$ cat src/rtl/dmem_pkg.sv
// Shared definitions for the data-memory responder: funct3 codes, FSM states and
// access-size helpers used by both the responder and its lane aligner.
package dmem_pkg;

  localparam logic [2:0] F3_LB  = 3'b000;
  localparam logic [2:0] F3_LH  = 3'b001;
  localparam logic [2:0] F3_LW  = 3'b010;
  localparam logic [2:0] F3_LBU = 3'b100;
  localparam logic [2:0] F3_LHU = 3'b101;

  typedef enum logic [1:0] {
    S_IDLE = 2'd0,
    S_BUSY = 2'd1,
    S_DONE = 2'd2
  } state_t;

  typedef enum logic [1:0] {
    SZ_BYTE = 2'd0,
    SZ_HALF = 2'd1,
    SZ_WORD = 2'd2
  } size_t;

  // Undefined encodings (011, 11x) fall through to word accesses.
  function automatic size_t f3_size(input logic [2:0] f3);
    case (f3)
      F3_LB, F3_LBU: return SZ_BYTE;
      F3_LH, F3_LHU: return SZ_HALF;
      F3_LW:         return SZ_WORD;
      default:       return SZ_WORD;
    endcase
  endfunction

  function automatic logic f3_misaligned(input logic [2:0] f3, input logic [1:0] addr_lo);
    case (f3_size(f3))
      SZ_HALF: return addr_lo[0];
      SZ_WORD: return |addr_lo;
      default: return 1'b0;
    endcase
  endfunction

endpackage

$ cat src/rtl/dmem_lane_align.sv
// Combinational byte-lane steering: store data/strobes from funct3 and address, and
// sign/zero extension of the selected lane of a returned read word.
module dmem_lane_align
  import dmem_pkg::*;
(
  input  logic [2:0]  i_funct3,
  input  logic [1:0]  i_addr_lo,
  input  logic [31:0] i_wdata,
  input  logic [31:0] i_rword,
  output logic [3:0]  o_wstrb,
  output logic [31:0] o_wdata,
  output logic [31:0] o_rdata
);

  size_t       w_size;
  logic        w_signed;
  logic [31:0] w_shifted;

  assign w_size    = f3_size(i_funct3);
  assign w_signed  = (i_funct3 == F3_LB) || (i_funct3 == F3_LH);
  assign w_shifted = i_rword >> {i_addr_lo, 3'b000};

  always_comb begin
    o_wstrb = 4'b1111;
    o_wdata = i_wdata;
    o_rdata = i_rword;
    case (w_size)
      SZ_BYTE: begin
        o_wstrb = 4'b0001 << i_addr_lo;
        o_wdata = {4{i_wdata[7:0]}};
        o_rdata = {{24{w_signed & w_shifted[7]}}, w_shifted[7:0]};
      end
      SZ_HALF: begin
        o_wstrb = 4'b0011 << {i_addr_lo[1], 1'b0};
        o_wdata = {2{i_wdata[15:0]}};
        o_rdata = {{16{w_signed & w_shifted[15]}}, w_shifted[15:0]};
      end
      default: begin
        o_wstrb = 4'b1111;
        o_wdata = i_wdata;
        o_rdata = i_rword;
      end
    endcase
  end

endmodule

$ cat src/rtl/dmem_responder.sv
// M-stage data-memory responder: turns load/store requests into word-aligned req/ack bus
// transactions and stalls the pipeline until done. DMEM_STORE_BUF_EN adds a posted write buffer.
module dmem_responder
  import dmem_pkg::*;
#(
  parameter int XLEN   = 32,
  parameter int BUS_AW = 30
) (
  input  logic              i_clk,
  input  logic              i_reset,
  input  logic              i_memreadm,
  input  logic              i_memwritem,
  input  logic [2:0]        i_funct3m,
  input  logic [XLEN-1:0]   i_addrm,
  input  logic [XLEN-1:0]   i_writedatam,
  output logic [XLEN-1:0]   o_readdatam,
  output logic              o_stallm,
  output logic              o_misalignm,
  output logic              o_bus_req,
  output logic              o_bus_we,
  output logic [BUS_AW-1:0] o_bus_addr,
  output logic [31:0]       o_bus_wdata,
  output logic [3:0]        o_bus_wstrb,
  input  logic [31:0]       i_bus_rdata,
  input  logic              i_bus_ack
);

  state_t            r_state;
  logic [2:0]        r_funct3;
  logic [1:0]        r_addr_lo;
  logic [31:0]       r_rdata;
  logic              r_bus_req;
  logic              r_bus_we;
  logic [BUS_AW-1:0] r_bus_addr;
  logic [31:0]       r_bus_wdata;
  logic [3:0]        r_bus_wstrb;

  logic              w_access;
  logic              w_misal;
  logic              w_ack;
  logic              w_start;
  logic              w_post;
  logic [2:0]        w_al_f3;
  logic [1:0]        w_al_addr;
  logic [3:0]        w_st_wstrb;
  logic [31:0]       w_st_wdata;
  logic [31:0]       w_ld_data;

  assign w_access = i_memreadm | i_memwritem;
  assign w_misal  = f3_misaligned(i_funct3m, i_addrm[1:0]);
  assign w_ack    = i_bus_ack & r_bus_req;

`ifdef DMEM_STORE_BUF_EN
  logic r_wbuf_full;
  // Nothing new reaches the bus while a posted store is draining; loads never overtake it.
  assign w_post  = (r_state == S_IDLE) && i_memwritem && !w_misal && !r_wbuf_full;
  assign w_start = (r_state == S_IDLE) && i_memreadm && !i_memwritem && !w_misal && !r_wbuf_full;
`else
  assign w_post  = 1'b0;
  assign w_start = (r_state == S_IDLE) && w_access && !w_misal;
`endif

  assign o_stallm    = ((r_state == S_IDLE) && w_access && !w_misal && !w_post) ||
                       (r_state == S_BUSY);
  assign o_misalignm = !i_reset && (r_state == S_IDLE) && w_access && w_misal;

  // DONE extends the captured word with the attributes latched at request time.
  assign w_al_f3   = (r_state == S_DONE) ? r_funct3  : i_funct3m;
  assign w_al_addr = (r_state == S_DONE) ? r_addr_lo : i_addrm[1:0];

  dmem_lane_align u_align (
    .i_funct3  (w_al_f3),
    .i_addr_lo (w_al_addr),
    .i_wdata   (i_writedatam[31:0]),
    .i_rword   (r_rdata),
    .o_wstrb   (w_st_wstrb),
    .o_wdata   (w_st_wdata),
    .o_rdata   (w_ld_data)
  );

  assign o_readdatam = (r_state == S_DONE) ? w_ld_data : '0;
  assign o_bus_req   = r_bus_req;
  assign o_bus_we    = r_bus_we;
  assign o_bus_addr  = r_bus_addr;
  assign o_bus_wdata = r_bus_wdata;
  assign o_bus_wstrb = r_bus_wstrb;

  always_ff @(posedge i_clk) begin
    if (i_reset) begin
      r_state     <= S_IDLE;
      r_funct3    <= '0;
      r_addr_lo   <= '0;
      r_rdata     <= '0;
      r_bus_req   <= 1'b0;
      r_bus_we    <= 1'b0;
      r_bus_addr  <= '0;
      r_bus_wdata <= '0;
      r_bus_wstrb <= '0;
`ifdef DMEM_STORE_BUF_EN
      r_wbuf_full <= 1'b0;
`endif
    end else begin
      case (r_state)
        S_IDLE: begin
          if (w_start || w_post) begin
            r_bus_req   <= 1'b1;
            r_bus_we    <= i_memwritem;
            r_bus_addr  <= i_addrm[BUS_AW+1:2];
            r_bus_wdata <= w_st_wdata;
            r_bus_wstrb <= w_st_wstrb;
            r_funct3    <= i_funct3m;
            r_addr_lo   <= i_addrm[1:0];
          end
          if (w_start) r_state <= S_BUSY;
`ifdef DMEM_STORE_BUF_EN
          if (w_ack) begin
            r_bus_req   <= 1'b0;
            r_wbuf_full <= 1'b0;
          end
          if (w_post) r_wbuf_full <= 1'b1;
`endif
        end
        S_BUSY: begin
          if (w_ack) begin
            r_rdata   <= i_bus_rdata;
            r_bus_req <= 1'b0;
            r_state   <= S_DONE;
          end
        end
        // The access still visible here is the retiring one, so never restart from DONE.
        S_DONE:  r_state <= S_IDLE;
        default: r_state <= S_IDLE;
      endcase
    end
  end

endmodule

$ cat config.mk
export PLATFORM = sky130hd
export DESIGN_NAME = dmem_responder
export DESIGN_NICKNAME = d
export VERILOG_FILES = /design/src/rtl/dmem_pkg.sv /design/src/rtl/dmem_lane_align.sv /design/src/rtl/dmem_responder.sv
export SDC_FILE = /design/constraint.sdc
export NUM_CORES = 1
export LEC_CHECK = 0
export CAP_MARGIN = 20
export CORE_MARGIN = 1.5
export CORE_UTILIZATION = 46
export CTS_CLUSTER_SIZE = 12
export DETAILED_ROUTE_END_ITERATION = 10
export PLACE_DENSITY = 0.86
export SYNTH_ARGS = -nofsm -noshare
export SYNTH_HDL_FRONTEND = slang
export SYNTH_SLANG_ARGS = --single-unit
$ cat constraint.sdc
create_clock -name i_clk -period 3.8 [get_ports i_clk]
set_input_delay 0.76 -clock i_clk [delete_from_list [all_inputs] [get_ports i_clk]]
set_output_delay 0.76 -clock i_clk [all_outputs]
set_load 0.01 [all_outputs]
==> results of run 1 <==
[cell usage in the layout, fill, tap and decap left out, types with 9 or more instances in the layout]
cell | Yosys | routed
nand2_1 | 197 | 197
mux2_2 | 9 | 9
a22oi_1 | 15 | 15
a221oi_1 | 9 | 9
clkdlybuf4s50_1 | 0 | 195
inv_1 | 9 | 9
clkbuf_8 | 0 | 9
a2bb2oi_1 | 15 | 15
a21oi_1 | 94 | 93
nor2_1 | 37 | 36
o21ai_0 | 10 | 10
buf_4 | 0 | 34
dfxtp_1 | 107 | 107
a311oi_1 | 24 | 23
[per-layer routing]
metal  part of all wire [%]  wire (µm)
met3                    7.0       1161
met5                      0          0
met2                     49       8144
met4                    2.9        480
met1                     41       6777
[metrics by stage]
step	util (%)	setup TNS, ns	hold slack [ns]
finish	71.99	0	0.4607
global route	71.99	0	0.4853
CTS	71.60	0	0.4603
floorplan	-	0	0.4364
global placement	69.62	-0.07381	0.4415
detailed placement	69.69	-0.6635	0.4479
[report_power, final]
part	leakage (µW)	internal (µW)	switching, µW
Clock	0.0000942	253	415
Combinational	0.00184	317	290
Sequential	0.000875	1200	46.4
[final timing paths]
kind / startpoint / endpoint / cells past startpoint
worst max-delay path: i_addrm[0] / o_readdatam[17] / 8
worst min-delay path: o_bus_addr[26] / o_bus_addr[26] / 2
worst max register to register: r_state[1] / o_bus_wdata[10] / 5
worst min register to register: o_bus_addr[26] / o_bus_addr[26] / 2
[registers in the layout, summed over array words and instances (netlist names)]
signal       cells
o_bus_wdata     32
r_rdata         32
o_bus_addr      30
o_bus_wstrb      4
r_funct3         3
r_addr_lo        2
r_state          2
o_bus_req        1
o_bus_we         1
[cells by family (layout without fill, tap and decap cells)]
group / Yosys count / count (layout)
AO/OA/AOI/OAI: 190 / 190
buffers and inverters: 62 / 265
multiplexers: 17 / 17
AND/OR/NAND/NOR: 256 / 256
flip-flops: 107 / 107
[final cells by class]
type                            instances  area, µm²  area share [%]
Clock inverter                          6      60.06          0.8081
Sequential cell                       107       2142           28.82
Tap cell                              136      170.2           2.290
Multi-Input combinational cell        463       2555           34.38
Clock buffer                           10      127.6           1.717
Timing Repair Buffer                  240       2344           31.53
Inverter                                9      33.78          0.4545
[critical path, stage by stage]
cell and delay (ns):
clkdlybuf4s50_1 0.49, buf_4 0.19, mux2i_4 0.15, mux2_4 0.34, a32oi_4 0.26, buf_4 0.19, a2bb2oi_1 0.07, clkdlybuf4s50_1 0.52
[what timing repair did]
action | in CTS | in global routing
endpoints found under the hold margin | 0 | 0
pin swaps | 0 | 1
setup buffers | 0 | 0
endpoints found under the setup margin | 9 | 12
resized for setup | 5 | 12
==> results_dict.tcl, run 1 <==
set metrics [dict create \
    synth-async-reset-ratio_pct 0 \
    yosys_most_used_dff "dfxtp_1" \
    synth_adder_area_share_pct 0 \
    n_fill_cell 782 \
    timing.final.crit_period_ns 3.722 \
    place_area_um2 7194 \
    cts_htree_levels 3 \
    start_util_pct 47.46 \
    synth_most_common_cell "nand2_1" \
    hpwl_mm 11.97 \
    coreArea_um2 10320 \
    via_per_inst 5.649 \
    total_power_uw 2517 \
    ys_top_cells_by_area "dfxtp_1 44%, nand2_1 15%, a21oi_1 9.6%" \
    cp-start-kind "primary input" \
    drive_above_1_share_pct 8.982 \
    critPathRequiredTime_ns 3.04 \
    synth_area_leader_cell "dfxtp_1" \
    die_x_um 106.2 \
    overflow 0 \
    synth_edf_count 0 \
    clk_pin_slew_ns 0.10 \
    synth-simple-area-share_pct 20.74 \
    grt_max_degree 108 \
    antenna_found_initial 0 \
    drv_cap 0 \
    synth_top_cell_area_share_pct 43.72 \
    grt_usage_pct 29.12 \
    first_iter_violations 390 \
    cp-end-kind "primary output" \
    met3_usage_pct 5.947 \
    first_pass_iters 5 \
    gr-usage-met2_pct 47.56 \
    synth.cells.most_frequent "197 x nand2_1, 107 x dfxtp_1, 94 x a21oi_1" \
    synth_area_per_cell_um2 7.753 \
    synth_nets 736 \
    yosys-mux-area-fraction_pct 4.392 \
    final_area_um2 7432 \
    cts_hold_buf 0 \
    area_delta_synth_final_pct 51.69 \
    fin_cells 971 \
    clkLatencyLatePin_ns 0.37 \
    grt_pass1_wl_mm 26.30 \
    wl_per_cell_um 17.06 \
    max_freq_ghz 0.2687 \
    dp.cells 955 \
    synth-seq-cells 107 \
    fin_ws_ns 0.07848 \
    worst_slew_margin_rel_pct 27.39 \
    setup_violations 0 \
    gp_congestion 0.9036 \
    yosys_warnings 0 \
    cts_max_path_buffers 2 \
    p_leak_uw 0.002811 \
    ff2ff_setup_slack_ns 1.73 \
    maxSlewViolCount 0 \
    worst_pin_slew_ns 1.089 \
    gr-usage-met1_pct 36.80 \
    drt_wl_total_mm 16.57 \
    finalCritPeriodShare_pct 97.93 \
    yosysUniqueCellTypes 43 \
    io_pins 206 \
    clock-root-buffer "clkbuf_8" \
    fin_nets 934 \
    drc 0 \
    rows 37 \
    die_h_um 106.2 \
    cts_tree "built" \
    power.density_nw_per_um2 338.7 \
    hp-class "reg2reg" \
    vias 5485 \
    synthCells 632 \
    synth_top_family_by_area "compound AO/OA/AOI/OAI gates" \
    fin_skew_ns 0.01333 \
    rsz0062_at_grt "no" \
    cts_buffers 9 \
    io_buffer_count 205 \
    worstSetupPathType "in2out" \
    n_antenna_cell 0 \
    ir_worst_vdd_mv 0.2055 \
    synth_compound_area_share_pct 25.79 \
    synth_area_um2 4900 \
    status "finished clean" \
    ys_seq_area_share_pct 43.72 \
    top_usage_layer "met2" \
    place_ws_ns -0.1431 \
    die_area_um2 11280 \
    grt_pass1_vias 5204 \
    antenna_left 0 \
    crit_arrival_ns 2.96 \
    cts_num_sinks 107 \
    synth-xor-area-share_pct 0 \
    hold_viol 0 \
    cp_max_fo 5 \
]
No activity file was read; power rests on OpenSTA's default activity.
==> inputs of run 2 (changes only) <==
CORE_UTILIZATION = 48   (was 46)
CTS_BUF_LIST = sky130_fd_sc_hd__clkbuf_8   (was not set)
PLACE_DENSITY = 0.89   (was 0.86)
SLEW_MARGIN = 10   (was not set)
==> run 2 against run 1 <==
Count of clock-buffer cells in the layout down 1; core utilization up 3.6 points; first-iteration DRC count down 14%; total power up 5.1%; combinational power barely moved; register-to-register slack worse by 0.07 ns; highest routed layer unchanged; critical path type unchanged; clock power up 19%; sequential power hardly changed; global-route usage increased by 2.1 points; sequential share of layout area barely moved; clock skew increased by 0.0024 ns.
==> results_dict.tcl, run 2 (synthesis gave the netlist of run 1 again) <==
set metrics [dict create \
    cp_max_fo 7 \
    dp.cells 947 \
    crit_arrival_ns 3.02 \
    die_h_um 104.0 \
    max_freq_ghz 0.2646 \
    final_area_um2 7427 \
    maxSlewViolCount 0 \
    setup_violations 0 \
    timing.final.crit_period_ns 3.780 \
    drive_above_1_share_pct 8.183 \
    cts_htree_levels 3 \
    die_area_um2 10820 \
    r2r_cells 7 \
    n_antenna_cell 0 \
    cp-end-kind "primary output" \
    cts_buffers 9 \
    wl_per_cell_um 17.60 \
    finalCritPeriodShare_pct 99.47 \
    hold_viol 0 \
    cts_hold_buf 0 \
    critPathRequiredTime_ns 3.04 \
    grt_pass1_wl_mm 27.28 \
    antenna_found_initial 0 \
    first_pass_iters 5 \
    fin_nets 930 \
    drc 0 \
    gp_congestion 0.9451 \
    coreArea_um2 9819 \
    ir_worst_vdd_mv 0.2752 \
    first_iter_violations 337 \
    drv_cap 0 \
    final_common_cell "nand2_1" \
    total_power_uw 2645 \
    grt_usage_pct 31.22 \
    clk_pin_slew_ns 0.12 \
    grt_max_degree 108 \
    io_buffer_count 205 \
    clock-root-buffer "clkbuf_8" \
    hpwl_mm 12.20 \
    hp-class "reg2reg" \
    cts_max_path_buffers 2 \
    worst_slew_margin_rel_pct 28.50 \
    fin_cells 964 \
    worst_pin_slew_ns 1.072 \
    grt_pass1_vias 5455 \
    power.density_nw_per_um2 356.1 \
    cp-start-kind "primary input" \
    whs_path_depth 2 \
    io_pins 206 \
    rows 36 \
    drt_wl_total_mm 16.97 \
    status "finished clean" \
    clkLatencyLatePin_ns 0.39 \
    via_per_inst 5.689 \
    place_area_um2 7178 \
    antenna_left 0 \
    worstSetupPathType "in2out" \
    p_leak_uw 0.002749 \
    layout_common_cells "197 x nand2_1, 196 x clkdlybuf4s50_1, 107 x dfxtp_1" \
    vias 5484 \
    area_delta_synth_final_pct 51.58 \
    die_x_um 104.0 \
    fin_skew_ns 0.01575 \
    cts_setup_buffers 0 \
    cts_tree "built" \
    start_util_pct 49.90 \
    cts_num_sinks 107 \
    overflow 0 \
]
## run 2: power breakdown
group          total [µW]  leakage [µW]  switching, µW  internal [µW]
Sequential           1240      0.000875           47.2           1200
Clock                 795      0.000117            459            336
Combinational         606       0.00176            291            315
## run 2: critical path, stage by stage
cell and delay, ns:
clkdlybuf4s50_1 0.55, buf_4 0.20, nor2_1 0.06, mux2i_1 0.21
and2_0 0.16, buf_4 0.16, o221ai_1 0.11, a21oi_1 0.22
clkdlybuf4s50_1 0.58
## run 2: repair_timing
| action | in CTS | in global routing |
|---|---|---|
| gates resized for setup | 7 | 4 |
| endpoints found under the setup margin | 7 | 5 |
| endpoints found under the hold margin | 0 | 0 |
## run 2: final timing paths
path                  from              end  slack (ns)
max             i_addrm[1]   o_readdatam[1]        0.02
min          o_bus_addr[9]    o_bus_addr[9]        0.46
max reg2reg    r_funct3[1]  o_bus_wdata[16]        1.66
min reg2reg  o_bus_addr[9]    o_bus_addr[9]        0.46
## run 2: per-stage QoR
step | hold WS [ns] | TNS [ns] | setup slack, ns | util (%)
finish | 0.4619 | 0 | 0.02022 | 75.64
global route | 0.4830 | -0.03184 | -0.02410 | 75.64
CTS | 0.4638 | 0 | 0.05040 | 75.40
detailed placement | 0.4464 | 0 | 0.02479 | 73.10
global placement | 0.4416 | 0 | 0.1004 | 73.10
floorplan | 0.4364 | 0 | 0.9505 | -
## run 2: area by class of cell
class,instances,area (µm²)
Multi-Input combinational cell,463,2537
Fill cell,772,2392
Timing Repair Buffer,236,2313
Sequential cell,107,2142
Tap cell,133,166.4
Clock buffer,9,123.9
Clock inverter,7,110.1
Inverter,9,33.78
## run 2: per-layer routing
layer	global-route usage, %	up-vias	part of all wire, %
met4	14.68	0	4.1
met3	6.391	53	7.1
met5	0	-	0
met1	36.98	2589	39
li1	-	2593	-
met2	54.02	249	50
